==> src/rtl/serial_arith_pkg.sv <==
// Shared definitions for the bit-serial arithmetic blocks (adder, and a future subtractor).
package serial_arith_pkg;

    localparam int unsigned WIDTH_MIN = 2;
    localparam int unsigned WIDTH_MAX = 32;

    typedef enum logic {
        IDLE = 1'b0,
        RUN  = 1'b1
    } state_e;

endpackage

==> src/rtl/fa_bit_cell.sv <==
// Single-bit full adder shared across every bit position of a serial operation.
module fa_bit_cell (
    input  logic a,
    input  logic b,
    input  logic ci,
    output logic s,
    output logic co
);

    logic p;

    assign p  = a ^ b;
    assign s  = p ^ ci;
    assign co = (a & b) | (ci & p);

endmodule

==> src/rtl/serial_adder.sv <==
// Bit-serial WIDTH-bit adder with carry-in: one full-adder cell, LSB first,
// registered sum/cout and a one-cycle done pulse after WIDTH+1 edges.
module serial_adder
    import serial_arith_pkg::*;
#(
    parameter int unsigned WIDTH = 8
) (
    input  logic             clk,
    input  logic             rst_n,
    input  logic             start,
    input  logic [WIDTH-1:0] x,
    input  logic [WIDTH-1:0] y,
    input  logic             cin,
    output logic             busy,
    output logic             done,
    output logic [WIDTH-1:0] sum,
    output logic             cout
);

    localparam int unsigned CNT_W = $clog2(WIDTH);
    localparam logic [CNT_W-1:0] LAST_BIT = CNT_W'(WIDTH - 1);

    if (WIDTH < WIDTH_MIN || WIDTH > WIDTH_MAX) begin : g_width_check
        $error("serial_adder: WIDTH out of supported range");
    end

    state_e           state;
    state_e           state_nxt;
    logic             load;
    logic             step;
    logic             finish;

    logic [WIDTH-1:0] x_sr;
    logic [WIDTH-1:0] y_sr;
    logic [WIDTH-1:0] acc;
    logic [WIDTH-1:0] acc_nxt;
    logic             carry;
    logic [CNT_W-1:0] cnt;

    logic             fa_s;
    logic             fa_co;

    logic [WIDTH-1:0] sum_q;
    logic             cout_q;
    logic             busy_q;
    logic             done_q;

    fa_bit_cell u_fa (
        .a  (x_sr[0]),
        .b  (y_sr[0]),
        .ci (carry),
        .s  (fa_s),
        .co (fa_co)
    );

    // Sum bits enter at the MSB so the last bit lands the word in place.
    assign acc_nxt = {fa_s, acc[WIDTH-1:1]};

    always_ff @(posedge clk or negedge rst_n) begin
        if (!rst_n) begin
            state <= IDLE;
        end else begin
            state <= state_nxt;
        end
    end

    always_comb begin
        state_nxt = state;
        load      = 1'b0;
        step      = 1'b0;
        finish    = 1'b0;
        unique case (state)
            IDLE: begin
                if (start) begin
                    load      = 1'b1;
                    state_nxt = RUN;
                end
            end
            RUN: begin
                step = 1'b1;
                if (cnt == LAST_BIT) begin
                    finish    = 1'b1;
                    state_nxt = IDLE;
                end
            end
            default: state_nxt = IDLE;
        endcase
    end

    // Operand shifters, carry flop and bit counter; counter parks on the last bit.
    always_ff @(posedge clk or negedge rst_n) begin
        if (!rst_n) begin
            x_sr  <= '0;
            y_sr  <= '0;
            acc   <= '0;
            carry <= 1'b0;
            cnt   <= '0;
        end else if (load) begin
            x_sr  <= x;
            y_sr  <= y;
            acc   <= '0;
            carry <= cin;
            cnt   <= '0;
        end else if (step) begin
            x_sr  <= x_sr >> 1;
            y_sr  <= y_sr >> 1;
            acc   <= acc_nxt;
            carry <= fa_co;
            if (!finish) begin
                cnt <= CNT_W'(cnt + 1'b1);
            end
        end
    end

    // Result registers only move on completion, so they hold through a following run.
    always_ff @(posedge clk or negedge rst_n) begin
        if (!rst_n) begin
            sum_q  <= '0;
            cout_q <= 1'b0;
            busy_q <= 1'b0;
            done_q <= 1'b0;
        end else begin
            busy_q <= (state_nxt == RUN);
            done_q <= finish;
            if (finish) begin
                sum_q  <= acc_nxt;
                cout_q <= fa_co;
            end
        end
    end

    assign busy = busy_q;
    assign done = done_q;
    assign sum  = sum_q;
    assign cout = cout_q;

endmodule

==> config.mk <==
export PLATFORM = sky130hd
export DESIGN_NAME = serial_adder
export DESIGN_NICKNAME = d
export VERILOG_FILES = /design/src/rtl/serial_arith_pkg.sv /design/src/rtl/fa_bit_cell.sv /design/src/rtl/serial_adder.sv
export SDC_FILE = /design/constraint.sdc
export NUM_CORES = 1
export LEC_CHECK = 0
export ABC_AREA = 1
export CELL_PAD_IN_SITES_DETAIL_PLACEMENT = 0
export CELL_PAD_IN_SITES_GLOBAL_PLACEMENT = 1
export CORE_MARGIN = 2
export CORE_UTILIZATION = 37
export CTS_BUF_LIST = sky130_fd_sc_hd__clkbuf_4 sky130_fd_sc_hd__clkbuf_8
export DETAILED_ROUTE_END_ITERATION = 7
export GPL_TIMING_DRIVEN = 0
export PLACE_DENSITY_LB_ADDON = 0.1
export SLEW_MARGIN = 10
export SYNTH_ARGS = -nofsm -noshare
export SYNTH_HDL_FRONTEND = slang
export SYNTH_SLANG_ARGS = --single-unit
export TNS_END_PERCENT = 10
==> constraint.sdc <==
create_clock -name clk -period 1.1 [get_ports clk]
set_input_delay 0.22 -clock clk [delete_from_list [all_inputs] [get_ports clk]]
set_output_delay 0.22 -clock clk [all_outputs]
set_load 0.05 [all_outputs]
==> reports/metrics.yaml, run 1 <==
clock_tree:
  cts_sinks: 38
  htree_num_levels: 2
  clk_pin_slew_ps: 70
  cts.path.max_buffers: 2
  cts_tree: "done"
  cts_buffers: 5
  clk_latency_ps: 290
  clock-root-buffer: "clkbuf_8"
critical_path:
  worstPathRequired_ps: 1280
  end_kind: "register"
  crit_chain: "ha_2 -> ha_4 -> nand2_8 -> clkbuf_16 -> o21ai_2"
  r2r_cells: 5
  worstPathMaxFanout: 5
  criticalPathCategory: "register to register"
  arrival_ps: 1370
  crit_path_max_incr_delay_ps: 400
  slowest_stage: "dfrtp_1"
  crit_path_start_kind: "register"
route:
  wl_per_cell_um: 12.8
  antenna_left: 0
  vias: 1321
  vias_per_cell: 4.89
  dr.pass1.iters: 4
  drc: 0
  drt-total-wl_um: 3470
  drtIter0Drc: 49
flow_run:
  cap_violations: 0
final_layout:
  final_nets: 240
  area_growth_pct: 36.8
  mostFrequentLayoutCells: "nand2_1, dfrtp_1, nand3_1, clkdlybuf4s50_1, buf_6"
  design_area_um2: 2290
  fill_cells: 421
  drive_gt1_frac: 0.252
  insertedDiodeCount: 0
  final_common_cell: "nand2_1"
timing:
  slew_viol_final: 0
  period_share: 1.08
  period_needed_ps: 1190
  final-hold-violation-count: 0
  fin_ws_ps: -92.7
  skew_ps: 5.50
  setup_viol: 17
  fmax_mhz: 838
  tns_ps: -1090
  tightestPinTransition_ps: 485
  slew_headroom: 0.677
  rsz0062_at_grt: "true"
global_route:
  gr-usage-met3: 0.0422
  met1_usage: 0.179
  grt_max_degree: 21
  gr-usage-all-layers: 0.147
  use_met2: 0.250
  grt_pass1_wl_um: 5850
  antenna_found_initial: 0
  grt_pass1_vias: 1336
  gr-total-overflow: 0
  busiest_layer: "met2"
placed_design:
  dpl-instance-area_um2: 2090
  gp_congestion: 0.761
  dp_slack_ps: -276
  dp_hpwl_um: 2410
  port_buffers: 29
floorplan:
  fp.dieH_um: 71.3
  die_w_um: 71.3
  die_area_um2: 5080
  ios: 31
  rows: 24
  coreArea_um2: 4350
  start_util: 0.384
synthesis:
  yosysTopAreaCell: "dfrtp_1"
  synthTopCellsByArea: "dfrtp_1, nand2_1, nand3_1, o21ai_2, buf_6"
  seq_area_frac_synth: 0.568
  synth_fp_nets: 199
  synth.top_cell.area_share: 0.568
  syn_inst: 176
  synth_cell_types: 16
  synth-seq-cells: 38
  yosys_warnings: 0
  synth_area_um2: 1670
  avgSynthCellArea_um2: 9.51
worst_hold_path:
  hp-class: "input port to register"
  hold_depth: 3
run_status:
  violations: "setup timing"
  status: "finished, violations left"
pwr:
  leakage_nw: 1.11
  power_mw: 6.27
  ir_drop_uv: 965
  pwr_density_cell_nw_per_um2: 2740
[layout make-up]
class | instances | area (um^2) | share of cell area
inverter | 12 | 47.5 | 0.0208
multi-input combinational | 118 | 647 | 0.283
sequential | 38 | 952 | 0.416
tap | 52 | 65.1 | 0.0284
buffer | 9 | 113 | 0.0492
timing repair buffer | 33 | 370 | 0.162
clock buffer | 7 | 90.1 | 0.0393
clock inverter | 1 | 5.00 | 0.00219
[synthesized netlist by cell type]
master    instances
nand2_1          63
dfrtp_1          38
nand3_1          35
inv_1            11
o21ai_2           8
buf_6             6
o21ai_1           4
ha_1              2
o21ai_0           2
buf_2             1
buf_4             1
clkbuf_4          1
fa_1              1
inv_4             1
nand2_4           1
nor2_8            1
[metal layers]
metal	vias up	wire length, um
li1	649	-
met1	638	1540
met2	28	1720
met3	6	155
met4	0	56
met5	-	0
[through the flow]
step,std cells,util,hold slack (ps)
floorplan,176,-,-75.6
global placement,257,0.474,456
detailed placement,258,0.479,208
CTS,267,0.499,294
global route,270,0.526,297
finish,270,0.526,302
[final timing paths]
path                                     start  slack, ps                   to
max                         cnt[0]$_DFFE_PN0P_        -90   sum[6]$_DFFE_PN0P_
min                                      start        300  x_sr[0]$_DFFE_PN0P_
max reg2reg                 cnt[0]$_DFFE_PN0P_        -90   sum[6]$_DFFE_PN0P_
min reg2reg                y_sr[7]$_DFFE_PN0P_        480  y_sr[7]$_DFFE_PN0P_
max in group asynchronous                rst_n        200  y_sr[1]$_DFFE_PN0P_
min in group asynchronous                rst_n        430   sum[3]$_DFFE_PN0P_
[where the power goes]
group | total (mW) | switching, mW | internal (mW)
Sequential | 2.34 | 0.361 | 1.98
Combinational | 2.93 | 1.74 | 1.19
Clock | 1.00 | 0.472 | 0.530
[critical path, delay by kind of cell, from the launching register on]
family	cells	cell delay (ps)
flops	1	400
simple gates	1	90
buf+inv	1	150
fa+ha+maj	2	400
compound gates	1	50
[repair_timing]
| item | 4_1_cts | 5_1_grt |
|---|---|---|
| hold buffers | 1 | 0 |
| cloned | 0 | 2 |
| setup buffers | 0 | 1 |
| endpoints found under the hold margin | 18 | 0 |
| resized for setup | 70 | 18 |
| endpoints found under the setup margin | 26 | 41 |
| pin swaps | 1 | 5 |
[flip-flops by register name, indices dropped and copies added (netlist names)]
register and cells:
y_sr 8, cout 1, acc 7, busy 1, carry 1, cnt 3
sum 8, done 1, x_sr 8
[kinds of logic (layout without fill, tap and decap cells)]
group / Yosys count / count (layout) / share of synthesized area
fa+ha+maj: 3 / 3 / 0.0269
buf+inv: 21 / 62 / 0.0807
flops: 38 / 38 / 0.568
compound gates: 14 / 14 / 0.0598
simple gates: 100 / 101 / 0.265
(Power assumes the default switching activity.)
==> run 2, diff against run 1 <==
--- a/config.mk
+++ b/config.mk
@@ -6,12 +6,14 @@
 export NUM_CORES = 1
 export LEC_CHECK = 0
 export ABC_AREA = 1
+export CAP_MARGIN = 5
 export CELL_PAD_IN_SITES_DETAIL_PLACEMENT = 0
 export CELL_PAD_IN_SITES_GLOBAL_PLACEMENT = 1
 export CORE_MARGIN = 2
-export CORE_UTILIZATION = 37
+export CORE_UTILIZATION = 44
 export CTS_BUF_LIST = sky130_fd_sc_hd__clkbuf_4 sky130_fd_sc_hd__clkbuf_8
 export DETAILED_ROUTE_END_ITERATION = 7
+export DONT_BUFFER_PORTS = 1
 export GPL_TIMING_DRIVEN = 0
 export PLACE_DENSITY_LB_ADDON = 0.1
 export SLEW_MARGIN = 10
==> run 2 against run 1 <==
The flow finishes with violations (hold timing, setup timing). Sequential cell count stayed put. First-iteration DRC count up 22%. Global-route usage grew 3.6 points. Core utilization up 4.5 points. Power is 3.1% lower. Setup slack lost 16 ps. Maximum frequency decreased by 1.4%. Via count fell by 7.4%. Clock power about the same.
==> reports/metrics.yaml, run 2 (same netlist as run 1, synthesis figures left out) <==
run_status:
  status: "finished, violations left"
  violations: "hold timing, setup timing"
clock_tree:
  cts_sinks: 38  # unchanged
  htree_num_levels: 2  # unchanged
  cts_buffers: 5  # unchanged
  clock-root-buffer: "clkbuf_8"
  clk_pin_slew_ps: 70  # about the same
  cts_tree: "done"
  clk_latency_ps: 280  # about the same
  cts.path.max_buffers: 2  # unchanged
timing:
  slew_headroom: 0.807  # +0.130
  rsz0062_at_grt: "true"
  fmax_mhz: 827  # -1.4%
  slew_viol_final: 0  # unchanged
  setup_viol: 37  # +20
  period_needed_ps: 1210  # +16.4 ps
  tightestPinTransition_ps: 290  # -195 ps
  whs_ps: -377  # -678 ps
  fin_ws_ps: -109  # -16.4 ps
  period_share: 1.10  # +0.0149
  final-hold-violation-count: 38  # +38
  skew_ps: 5.34  # -0.166 ps
critical_path:
  crit_path_start_kind: "register"
  crit_chain: "ha_2 -> ha_4 -> nand2_8 -> buf_12 -> inv_6 -> nand2_4 -> nand2_2"
  setup.worst_path.start: "cnt[1]$_DFFE_PN0P_"
  r2r_start: "cnt[1]$_DFFE_PN0P_"
  arrival_ps: 1390  # +20 ps
  worstPathMaxFanout: 5  # unchanged
  crit_path_max_incr_delay_ps: 390  # about the same
  slowest_stage: "dfrtp_1"
  worstPathRequired_ps: 1280  # about the same
  end_kind: "register"
  criticalPathCategory: "register to register"
route:
  wl_per_cell_um: 14.0  # +9.1%
  drc: 0  # unchanged
  drt-total-wl_um: 3400  # -1.8%
  dr.pass1.iters: 4  # unchanged
  vias: 1223  # -7.4%
  drtIter0Drc: 60  # +22%
  antenna_left: 0  # unchanged
  vias_per_cell: 5.03  # +2.9%
final_layout:
  finalCoreUtilization: 0.571  # +0.0452
  insertedDiodeCount: 0  # unchanged
  fill_cells: 312  # -26%
  drive_gt1_frac: 0.379  # +0.127
  mostFrequentLayoutCells: "nand2_1, nand3_1, dfrtp_1, dfrtp_2"
  final_common_cell: "nand2_1"
  layout.cells.non_filler: 243  # -10%
  area_growth_pct: 24.9
  design_area_um2: 2090  # -8.7%
  final_nets: 217  # -9.6%
floorplan:
  fp.dieH_um: 65.7  # -7.8%
  rows: 22  # -8.3%
  ios: 31  # unchanged
  coreArea_um2: 3660  # -16%
  die_w_um: 65.7  # -7.8%
  die_area_um2: 4310  # -15%
  start_util: 0.457  # +0.0728
flow_run:
  cap_violations: 0  # unchanged
pwr:
  p_sw_mw: 2.55  # -0.59%
  p_sw_frac: 0.420  # +0.0104
  power.internal_mw: 3.53  # -4.8%
  p_seq_frac: 0.491  # +0.118
  comb_power_share: 0.345  # -0.122
  leakage_nw: 1.01  # -8.6%
  ir_drop_uv: 1140  # +18%
  power_mw: 6.08  # -3.1%
  p_clk_frac: 0.164  # +0.004
  pwr_density_cell_nw_per_um2: 2910  # +6.2%
placed_design:
  dp_hpwl_um: 2150  # -11%
  port_buffers: 0  # -100%
  dp_slack_ps: -136  # +140 ps
  dpl-instance-area_um2: 1770  # -15%
  dp_cells: 224  # -13%
  gp_congestion: 0.770  # +1.2%
global_route:
  grt_pass1_wl_um: 5950  # +1.8%
  grt_pass1_vias: 1331  # -0.37%
  grt_max_degree: 39  # +86%
  gr-total-overflow: 0  # unchanged
  gr-usage-all-layers: 0.183  # +0.0360
  antenna_found_initial: 0  # unchanged
worst_hold_path:
  hp-class: "input port to asynchronous set/reset pin"
[run 2: cell count changes in the layout (fill, tap and decap cells not counted), moves of 2 or more]
cell             change
nand3_2              +5
buf_6                -5
dfrtp_2             +10
nand2_1              -8
nand3_1              -5
buf_2                -2
nand2_2              +8
buf_4                +5
clkdlybuf4s50_1     -17
dfrtp_1             -10
[run 2: per-layer routing]
| metal | share of wire | vias to the layer above | track usage |
|---|---|---|---|
| li1 | - | 598 | - |
| met1 | 0.43 | 592 | 0.205 |
| met2 | 0.53 | 29 | 0.337 |
| met3 | 0.041 | 4 | 0.0565 |
| met4 | 0.0041 | 0 | 0.0391 |
| met5 | 0 | - | 0 |
[run 2: final timing paths]
check | depth (start not counted) | to | slack [ps]
max in group asynchronous | 0 | busy$_DFF_PN0_ | 1390
min in group clk | 2 | y_sr[7]$_DFFE_PN0P_ | 80
max | 7 | sum[0]$_DFFE_PN0P_ | -110
min reg2reg | 2 | x_sr[7]$_DFFE_PN0P_ | 480
min | 0 | cout$_DFFE_PN0P_ | -380
max reg2reg | 7 | sum[0]$_DFFE_PN0P_ | -110
[run 2: final cells by class]
type,instances,area [um^2],area share
clock buffers,7,90.1,0.0431
flip-flops and latches,38,965,0.461
well taps,48,60.1,0.0287
inverters,12,57.6,0.0275
clock inverters,1,5.00,0.00239
repair buffers,11,123,0.0586
plain buffers,9,106,0.0509
multi-input cells,117,684,0.327
[run 2: worst max-delay path, delay by kind of cell, from the launching register on]
kind	cells	cell delay, ps
DFF	1	390
adders and majority gates	2	380
and+or+nand+nor	3	190
buffers and inverters	2	150
[run 2: power by group through the flow]
stage / Combinational (mW) / Sequential, mW / Clock [mW]
after floorplan: 1.37 / 2.87 / 0
after global placement: 1.60 / 2.93 / 0
after detailed placement: 1.64 / 2.95 / 0
after CTS: 1.95 / 2.97 / 1.02
after global routing: 2.39 / 3.07 / 1.08
final: 2.10 / 2.99 / 0.995
[run 2: what timing repair did]
action,4_1_cts,5_1_grt
hold endpoints to repair,38,38
pin swaps,5,5
endpoints found under the setup margin,47,38
buffers inserted,6,1
resized for setup,24,25
gates cloned,4,0
[run 2: per-stage QoR]
step	setup TNS, ps	hold slack [ps]
2_1_floorplan	-944	-75.6
3_3_place_gp	-3290	-74.8
3_5_place_dp	-3650	-74.8
4_1_cts	-3010	-388
5_1_grt	-4590	-401
6_report	-2680	-377
==> run 3, diff against run 2 <==
--- a/config.mk
+++ b/config.mk
@@ -10,13 +10,12 @@
 export CELL_PAD_IN_SITES_DETAIL_PLACEMENT = 0
 export CELL_PAD_IN_SITES_GLOBAL_PLACEMENT = 1
 export CORE_MARGIN = 2
-export CORE_UTILIZATION = 44
+export CORE_UTILIZATION = 46
 export CTS_BUF_LIST = sky130_fd_sc_hd__clkbuf_4 sky130_fd_sc_hd__clkbuf_8
 export DETAILED_ROUTE_END_ITERATION = 7
 export DONT_BUFFER_PORTS = 1
 export GPL_TIMING_DRIVEN = 0
 export PLACE_DENSITY_LB_ADDON = 0.1
-export SLEW_MARGIN = 10
 export SYNTH_ARGS = -nofsm -noshare
 export SYNTH_HDL_FRONTEND = slang
 export SYNTH_SLANG_ARGS = --single-unit
==> constraint.sdc (replaced) <==
create_clock -name clk -period 1.6 [get_ports clk]
set_input_delay 0.32 -clock clk [delete_from_list [all_inputs] [get_ports clk]]
set_output_delay 0.32 -clock clk [all_outputs]
set_load 0.05 [all_outputs]
==> run 3 against run 2 <==
The flow now finishes without violations. Clock skew fell by 1.9 ps. Wire length fell by 8.3%. Maximum frequency fell by 14%. Via count fell by 2.2%. Non-clock buffer count fell by 9. Cell count fell by 4.9%. Sequential cell count did not move. Power fell by 38%. Die area fell by 4.1%. Combinational power fell by 49%. Sequential share of layout area rose by 5.5 points.
==> reports/metrics.yaml, run 3 (same netlist as run 1, synthesis figures left out) <==
flow_run:
  cap_violations: 0  # unchanged
clock_tree:
  cts_tree: "done"
  cts_hold_buf: 2
  cts-resized-gates: 0  # -100%
  clock-root-buffer: "clkbuf_4"
  clk_latency_ps: 340  # +60 ps
  post_cts_buffers: 0  # -6
  clk_pin_slew_ps: 110  # +40 ps
  cts_buffers: 5  # unchanged
  cts_sinks: 38  # unchanged
  htree_num_levels: 2  # unchanged
  cts.path.max_buffers: 2  # unchanged
critical_path:
  reg2reg_setup_slack_ps: 200  # +310 ps
  crit_path_max_incr_delay_ps: 660  # +270 ps
  r2r_start: "busy$_DFF_PN0_"
  r2r_cells: 5  # -2
  end_kind: "register"
  worstPathMaxFanout: 10  # +5
  timing.rr.end: "sum[3]$_DFFE_PN0P_"
  arrival_ps: 1650  # +260 ps
  path_buf_inv: 2  # unchanged
  worstPathRequired_ps: 1840  # +560 ps
  slowest_stage: "dfrtp_1"
  crit_top_cell: "buf_6"
  critPathTopFamily: "flip-flops"
  crit_chain: "buf_6 -> nand2_4 -> buf_6 -> nand2_1 -> o21ai_2"
  crit_path_start_kind: "register"
  criticalPathCategory: "register to register"
placed_design:
  gp_congestion: 0.750  # -2.6%
  dp_hpwl_um: 2120  # -1.3%
  dp_slack_ps: 201  # +337 ps
  dp_cells: 222  # -0.89%
  port_buffers: 0  # unchanged
global_route:
  gr-total-overflow: 0  # unchanged
  gr-usage-all-layers: 0.180  # -0.00308
  antenna_found_initial: 0  # unchanged
  grt_max_degree: 39  # unchanged
  grt_pass1_vias: 1227  # -7.8%
  grt_pass1_wl_um: 5610  # -5.8%
floorplan:
  die_area_um2: 4140  # -4.1%
  die_w_um: 64.3  # -2.1%
  start_util: 0.490  # +0.0328
  rows: 21  # -4.5%
  fp.dieH_um: 64.3  # -2.1%
  coreArea_um2: 3420  # -6.7%
  ios: 31  # unchanged
route:
  antenna_left: 0  # unchanged
  vias_per_cell: 5.18  # +2.9%
  vias: 1196  # -2.2%
  drc: 0  # unchanged
  drtIter0Drc: 83  # +38%
  drt-total-wl_um: 3120  # -8.3%
  wl_per_cell_um: 13.5  # -3.5%
  dr.pass1.iters: 4  # unchanged
timing:
  setup_viol: 0  # -100%
  period_needed_ps: 1400  # +194 ps
  skew_ps: 3.39  # -1.95 ps
  rsz0062_at_grt: "false"
  period_share: 0.877  # -0.222
  final-hold-violation-count: 0  # -100%
  fin_ws_ps: 197  # +306 ps
  tns_ps: 0  # +2680 ps
  fmax_mhz: 713  # -14%
  tightestPinTransition_ps: 482  # +192 ps
  slew_viol_final: 0  # unchanged
  slew_headroom: 0.679  # -0.128
pwr:
  power.internal_mw: 2.15  # -39%
  comb_power_share: 0.287  # -0.058
  p_clk_frac: 0.181  # +0.017
  pwr_density_cell_nw_per_um2: 2030  # -30%
  p_seq_frac: 0.532  # +0.041
  ir_drop_uv: 711  # -37%
  p_sw_frac: 0.427  # +0.00749
  p_sw_mw: 1.60  # -37%
  leakage_nw: 0.928  # -8.5%
  power_mw: 3.75  # -38%
worst_hold_path:
  hp-class: "input port to register"
  min_to: "y_sr[7]$_DFFE_PN0P_"
  hold_depth: 2
  hp-start: "y[7]"
run_status:
  status: "complete, no violations"
final_layout:
  layout.cells.non_filler: 231  # -4.9%
  finalCoreUtilization: 0.540  # -0.0315
  area_growth_pct: 10.1
  insertedDiodeCount: 0  # unchanged
  final_common_cell: "nand2_1"
  mostFrequentLayoutCells: "nand2_1, dfrtp_1, nand3_1, inv_1, o21ai_2"
  drive_gt1_frac: 0.151  # -0.228
  final_nets: 208  # -4.1%
==> run 3: cell types whose count changed in the layout (fill, tap and decap cells not counted), moves of 3 or more <==
cell and delta:
inv_1 +3, nand3_1 +5, nand2_2 -10, nand2_1 +12, dfrtp_1 +11, nand3_2 -5
buf_4 -8, clkbuf_8 -5, clkbuf_4 +4, dfrtp_2 -11
==> run 3: final cells by class <==
| type | instances | area (um^2) |
|---|---|---|
| Fill cell | 337 | 1570 |
| Sequential cell | 38 | 951 |
| Multi-Input combinational cell | 117 | 588 |
| Buffer | 9 | 87.6 |
| Tap cell | 46 | 57.6 |
| Clock buffer | 6 | 51.3 |
| Inverter | 12 | 47.5 |
| Clock inverter | 1 | 30.0 |
| Timing Repair Buffer | 2 | 30.0 |
==> run 3: routing by layer <==
| layer | global-route usage | routed length [um] | part of all wire |
|---|---|---|---|
| met2 | 0.297 | 1490 | 0.48 |
| met1 | 0.214 | 1390 | 0.44 |
| met3 | 0.0616 | 173 | 0.055 |
| met4 | 0.0745 | 76 | 0.024 |
| met5 | 0 | 0 | 0 |
==> run 3: worst max path at each step <==
stage                         startpoint                 end  slack, ps  depth (start not counted)
final                     busy$_DFF_PN0_  sum[3]$_DFFE_PN0P_        200                          5
after floorplan           busy$_DFF_PN0_  sum[3]$_DFFE_PN0P_        280                          5
after detailed placement  busy$_DFF_PN0_  sum[3]$_DFFE_PN0P_        200                          5
after CTS                 busy$_DFF_PN0_  sum[3]$_DFFE_PN0P_        180                          5
after global placement    busy$_DFF_PN0_  sum[3]$_DFFE_PN0P_        200                          5
after global routing      busy$_DFF_PN0_    cout$_DFFE_PN0P_        130                          5
==> run 3: power by group through the flow <==
stage	Sequential [mW]	Clock [mW]	Combinational, mW
6_report	1.99	0.678	1.07
5_1_grt	2.05	0.749	1.26
4_1_cts	2.00	0.695	1.10
3_5_place_dp	2.02	0	1.06
3_3_place_gp	2.00	0	1.04
2_1_floorplan	1.96	0	0.886
==> run 3: stage by stage <==
stage	hold slack (ps)	instance area, um^2
4_1_cts	89.0	1840
5_1_grt	107	1840
3_3_place_gp	25.2	1730
3_5_place_dp	25.2	1730
6_report	99.8	1840
2_1_floorplan	24.4	1670
==> patch 1: new RTL, config.mk and constraints of run 2 <==
Register the inputs `start`, `x`, `y` and `cin` before use. The logic sees them one clock later.
--- a/src/rtl/serial_adder.sv
+++ b/src/rtl/serial_adder.sv
@@ -21,2 +21,14 @@
     localparam logic [CNT_W-1:0] LAST_BIT = CNT_W'(WIDTH - 1);
+
+    logic start_q;
+    logic [WIDTH-1:0] x_q;
+    logic [WIDTH-1:0] y_q;
+    logic cin_q;
+
+    always_ff @(posedge clk) begin
+        start_q <= start;
+        x_q     <= x;
+        y_q     <= y;
+        cin_q   <= cin;
+    end
 
@@ -73,3 +85,3 @@
             IDLE: begin
-                if (start) begin
+                if (start_q) begin
                     load      = 1'b1;
@@ -98,6 +110,6 @@
         end else if (load) begin
-            x_sr  <= x;
-            y_sr  <= y;
+            x_sr  <= x_q;
+            y_sr  <= y_q;
             acc   <= '0;
-            carry <= cin;
+            carry <= cin_q;
             cnt   <= '0;
Behaviour: not the same (a bounded check fails within 4 cycles, from zero or initial values and one cycle with rst_n low).
==> patch 1 against run 2 <==
  * The run still ends with hold timing, setup timing left
  * Synthesized cell count is 10% higher
  * Combinational power down 6%
  * Total power rose by 17%
  * Final area increased by 24%
  * Wire length increased by 1.6%
  * Sequential cell count rose by 18
  * Worst setup slack lost 0.0065 ns
  * Non-clock buffer count grew 12
  * Critical endpoint is now x_sr[3]$_DFFE_PN0P_
  * Area after synthesis grew 22%
==> patch 1: results (changes against run 2) <==
status:
  status: "finished with violations"
  violations: "hold timing, setup timing"
drt:
  vias: 1366  # +12%
  wl_met3_um: 146  # +5.8%
  drt-met1-wl_um: 1560  # +6.9%
critical_path:
  cp_slowest_cell: "dfrtp_2"
  critical_path.max_fanout: 6  # +1
  slowest_delay_ns: 0.53  # +0.14 ns
timing:
  hold_viol_final: 38  # unchanged
  hold_ws_ns: -0.407  # -0.0308 ns
  setup_ws_ns: -0.116  # -0.00655 ns
  setup_viol_count_final: 36  # -2.7%
  fin_skew_ns: 0.0154  # +0.0100 ns
  worst_slew_pin_slew_ns: 0.293  # +0.00276 ns
clock_tree:
  clk_latency_ns: 0.31  # +0.03 ns
  path_clk_slew_ns: 0.10  # +0.03 ns
logic_synthesis:
  ys_seq_area_share_pct: 64.2  # +7.4 points
  synth_common_cells: "63 x nand2_1, 38 x dfrtp_1, 35 x nand3_1"
  ys_types: 15  # -1
  synthTopCellsByArea: "dfrtp_1 47%, dfxtp_1 18%, nand2_1 12%, nand3_1 8.6%, o21ai_2 4.3%"
power:
  p_comb_share_pct: 27.8  # -6.7 points
  swShare_pct: 36.0  # -5.9 points
  max-vdd-ir-drop_mv: 1.31  # +15%
  cellLeakagePower_nw: 1.21  # +20%
  seqPwrFrac_pct: 50.3  # +1.2 points
cells_and_area:
  drive_gt1_share_pct: 28.0  # -9.9 points
  fin_nets: 247  # +14%
global_route:
  grt_use_met2_pct: 24.8  # -8.9 points
  grt_usage_pct: 15.1  # -3.2 points
  met1_usage_pct: 18.7  # -1.8 points
  use_met3_pct: 4.31  # -1.3 points
  grt_pass1_wl_um: 5980  # +0.47%
patch 1: cell types whose count changed after synthesis, sizes merged:
cell / delta
dfxtp: +18
buf: +1
clkbuf: -1
patch 1: path summary, 6_finish.rpt:
kind                       cells past startpoint  slack, ns      startpoint                  end
setup reg to reg                               5      -0.12  busy$_DFF_PN0_  x_sr[3]$_DFFE_PN0P_
min in group clk                               2       0.45  y_q[7]$_DFF_P_  y_sr[7]$_DFFE_PN0P_
hold / removal                                 0      -0.41           rst_n   sum[7]$_DFFE_PN0P_
max in group asynchronous                      0       1.41           rst_n       busy$_DFF_PN0_
hold reg to reg                                2       0.45  y_q[7]$_DFF_P_  y_sr[7]$_DFFE_PN0P_
setup / recovery                               5      -0.12  busy$_DFF_PN0_  x_sr[3]$_DFFE_PN0P_
patch 1: area by class of cell:
class,count,area (sq um)
Buffer,9,114
Tap cell,52,65.1
Fill cell,378,1810
Sequential cell,56,1330
Clock buffer,6,76.3
Multi-Input combinational cell,117,658
Clock inverter,2,60.1
Inverter,12,50.0
Timing Repair Buffer,23,251
patch 1: per-stage QoR:
step	util, %	power (W)	instances
5_1_grt	58.9	0.00757	277
6_report	58.9	0.00709	277
4_1_cts	57.5	0.00702	276
2_1_floorplan	-	0.00486	194
3_3_place_gp	48.6	0.00514	246
3_5_place_dp	48.6	0.00522	246
patch 1: timing repair:
item                       CTS  global route
pin swaps                    4             0
cloned                       2             1
setup buffers                2             0
hold endpoints to repair    56            38
gates resized for setup     21            12
setup endpoints to repair   47            38
patch 1: logic make-up (layout without fill, tap and decap cells):
group	Yosys count	in the layout	share of synthesized area [%]
and+or+nand+nor	100	100	21.7
DFF	56	56	64.2
buffers and inverters	21	52	6.68
AOI/OAI and AO/OA	14	14	5.27
adders and majority gates	3	3	2.20
==> patch 2: new RTL, flow settings as in run 2 <==
Made on the original files. Set the parameter `WIDTH` to 4 (it was 8).
--- a/src/rtl/serial_adder.sv
+++ b/src/rtl/serial_adder.sv
@@ -5,3 +5,3 @@
 #(
-    parameter int unsigned WIDTH = 8
+    parameter int unsigned WIDTH = 4
 ) (
Interface: changed (resized sum, x and y); port bits go from 31 to 19. No check against the original RTL was run, so the function may have changed too.
==> patch 2 against run 2 <==
  * The flow finishes with violations (setup timing)
  * Clock skew is 0.00077 ns lower
  * Largest power group unchanged
  * Worst hold slack gained 0.43 ns
  * Total power shrank 54%
  * Sequential share of layout area is 9.2 points higher
  * Wire length decreased by 54%
  * Sequential cell count decreased by 17
  * Worst setup slack gained 0.017 ns
  * Final area down 54%
  * Area after synthesis decreased by 48%
  * Via count is 48% lower
==> patch 2: results (changes against run 2) <==
drt:
  wl_per_cell_um: 12.2  # -13%
  drt-met1-wl_um: 721  # -51%
  met2_length_um: 733  # -59%
min_path:
  hold_path_class: "primary input to register"
cells_and_area:
  multi_input_cells: 65  # -44%
  fillers: 203  # -35%
placed_design:
  placed_cells: 123  # -45%
  pre_cts_ws_ns: -0.125  # +0.0107 ns
  gp_congestion: 0.669  # -13%
logic_synthesis:
  synthAdderAreaFrac_pct: 3.71  # +1.0 points
  synth_compound_area_share_pct: 3.42  # -2.6 points
  synthCells: 96  # -45%
  synth_common_cells: "36 x nand2_1, 21 x dfrtp_1, 19 x nand3_1"
  synthTopCellsByArea: "dfrtp_1 60%, nand2_1 15%, nand3_1 11%, o21ai_0 2.9%, inv_1 2.6%"
power:
  cellLeakagePower_nw: 0.493  # -51%
  powerComb_w: 0.000800  # -62%
  max-vdd-ir-drop_mv: 0.962  # -15%
  p_clk_w: 0.000361  # -64%
  p_clk_share_pct: 12.8  # -3.6 points
clock_tree:
  h-tree-depth: 1  # -1
  cts_buffers: 3  # -2
  post_cts_resized: 8  # -67%
  numClockSinks: 21  # -45%
  path_clk_slew_ns: 0.12  # +0.05 ns
global_route:
  grt_use_met2_pct: 22.4  # -11 points
  grt_pass1_wl_um: 2750  # -54%
  grt_max_degree: 22  # -44%
  grt_usage_pct: 15.5  # -2.8 points
  met1_usage_pct: 22.0  # +1.5 points
critical_path:
  critical_path.max_fanout: 2  # -3
  slowest_delay_ns: 0.53  # +0.14 ns
  path_delay_family: "adder cells"
  arrival_ns: 1.42  # +0.03 ns
status:
  violations: "setup timing"
  status: "finished with violations"
timing:
  setup_viol_count_final: 14  # -62%
  setup_tns_ns: -1.04  # +1.65 ns
  setup_ws_ns: -0.0921  # +0.0171 ns
die:
  fp.coreArea_sq_um: 1920  # -48%
-- patch 2: cell types whose count changed after synthesis, moves of 3 or more --
| cell | before | now |
|---|---|---|
| dfrtp_1 | 38 | 21 |
| o21ai_0 | 2 | 5 |
| inv_1 | 11 | 6 |
| o21ai_1 | 4 | 1 |
| nand2_1 | 63 | 36 |
| nand3_1 | 35 | 19 |
| o21ai_2 | 8 | 0 |
| buf_6 | 6 | 0 |
-- patch 2: worst paths after layout --
| check | end | slack (ns) | cells after the start |
|---|---|---|---|
| worst max-delay path | sum[3]$_DFFE_PN0P_ | -0.09 | 3 |
| worst min-delay path | x_sr[3]$_DFFE_PN0P_ | 0.05 | 2 |
| worst max register to register | sum[3]$_DFFE_PN0P_ | -0.09 | 3 |
| worst min register to register | y_sr[3]$_DFFE_PN0P_ | 0.49 | 2 |
| max in group asynchronous | done$_DFF_PN0_ | 0.34 | 1 |
| min in group asynchronous | y_sr[1]$_DFFE_PN0P_ | 0.13 | 1 |
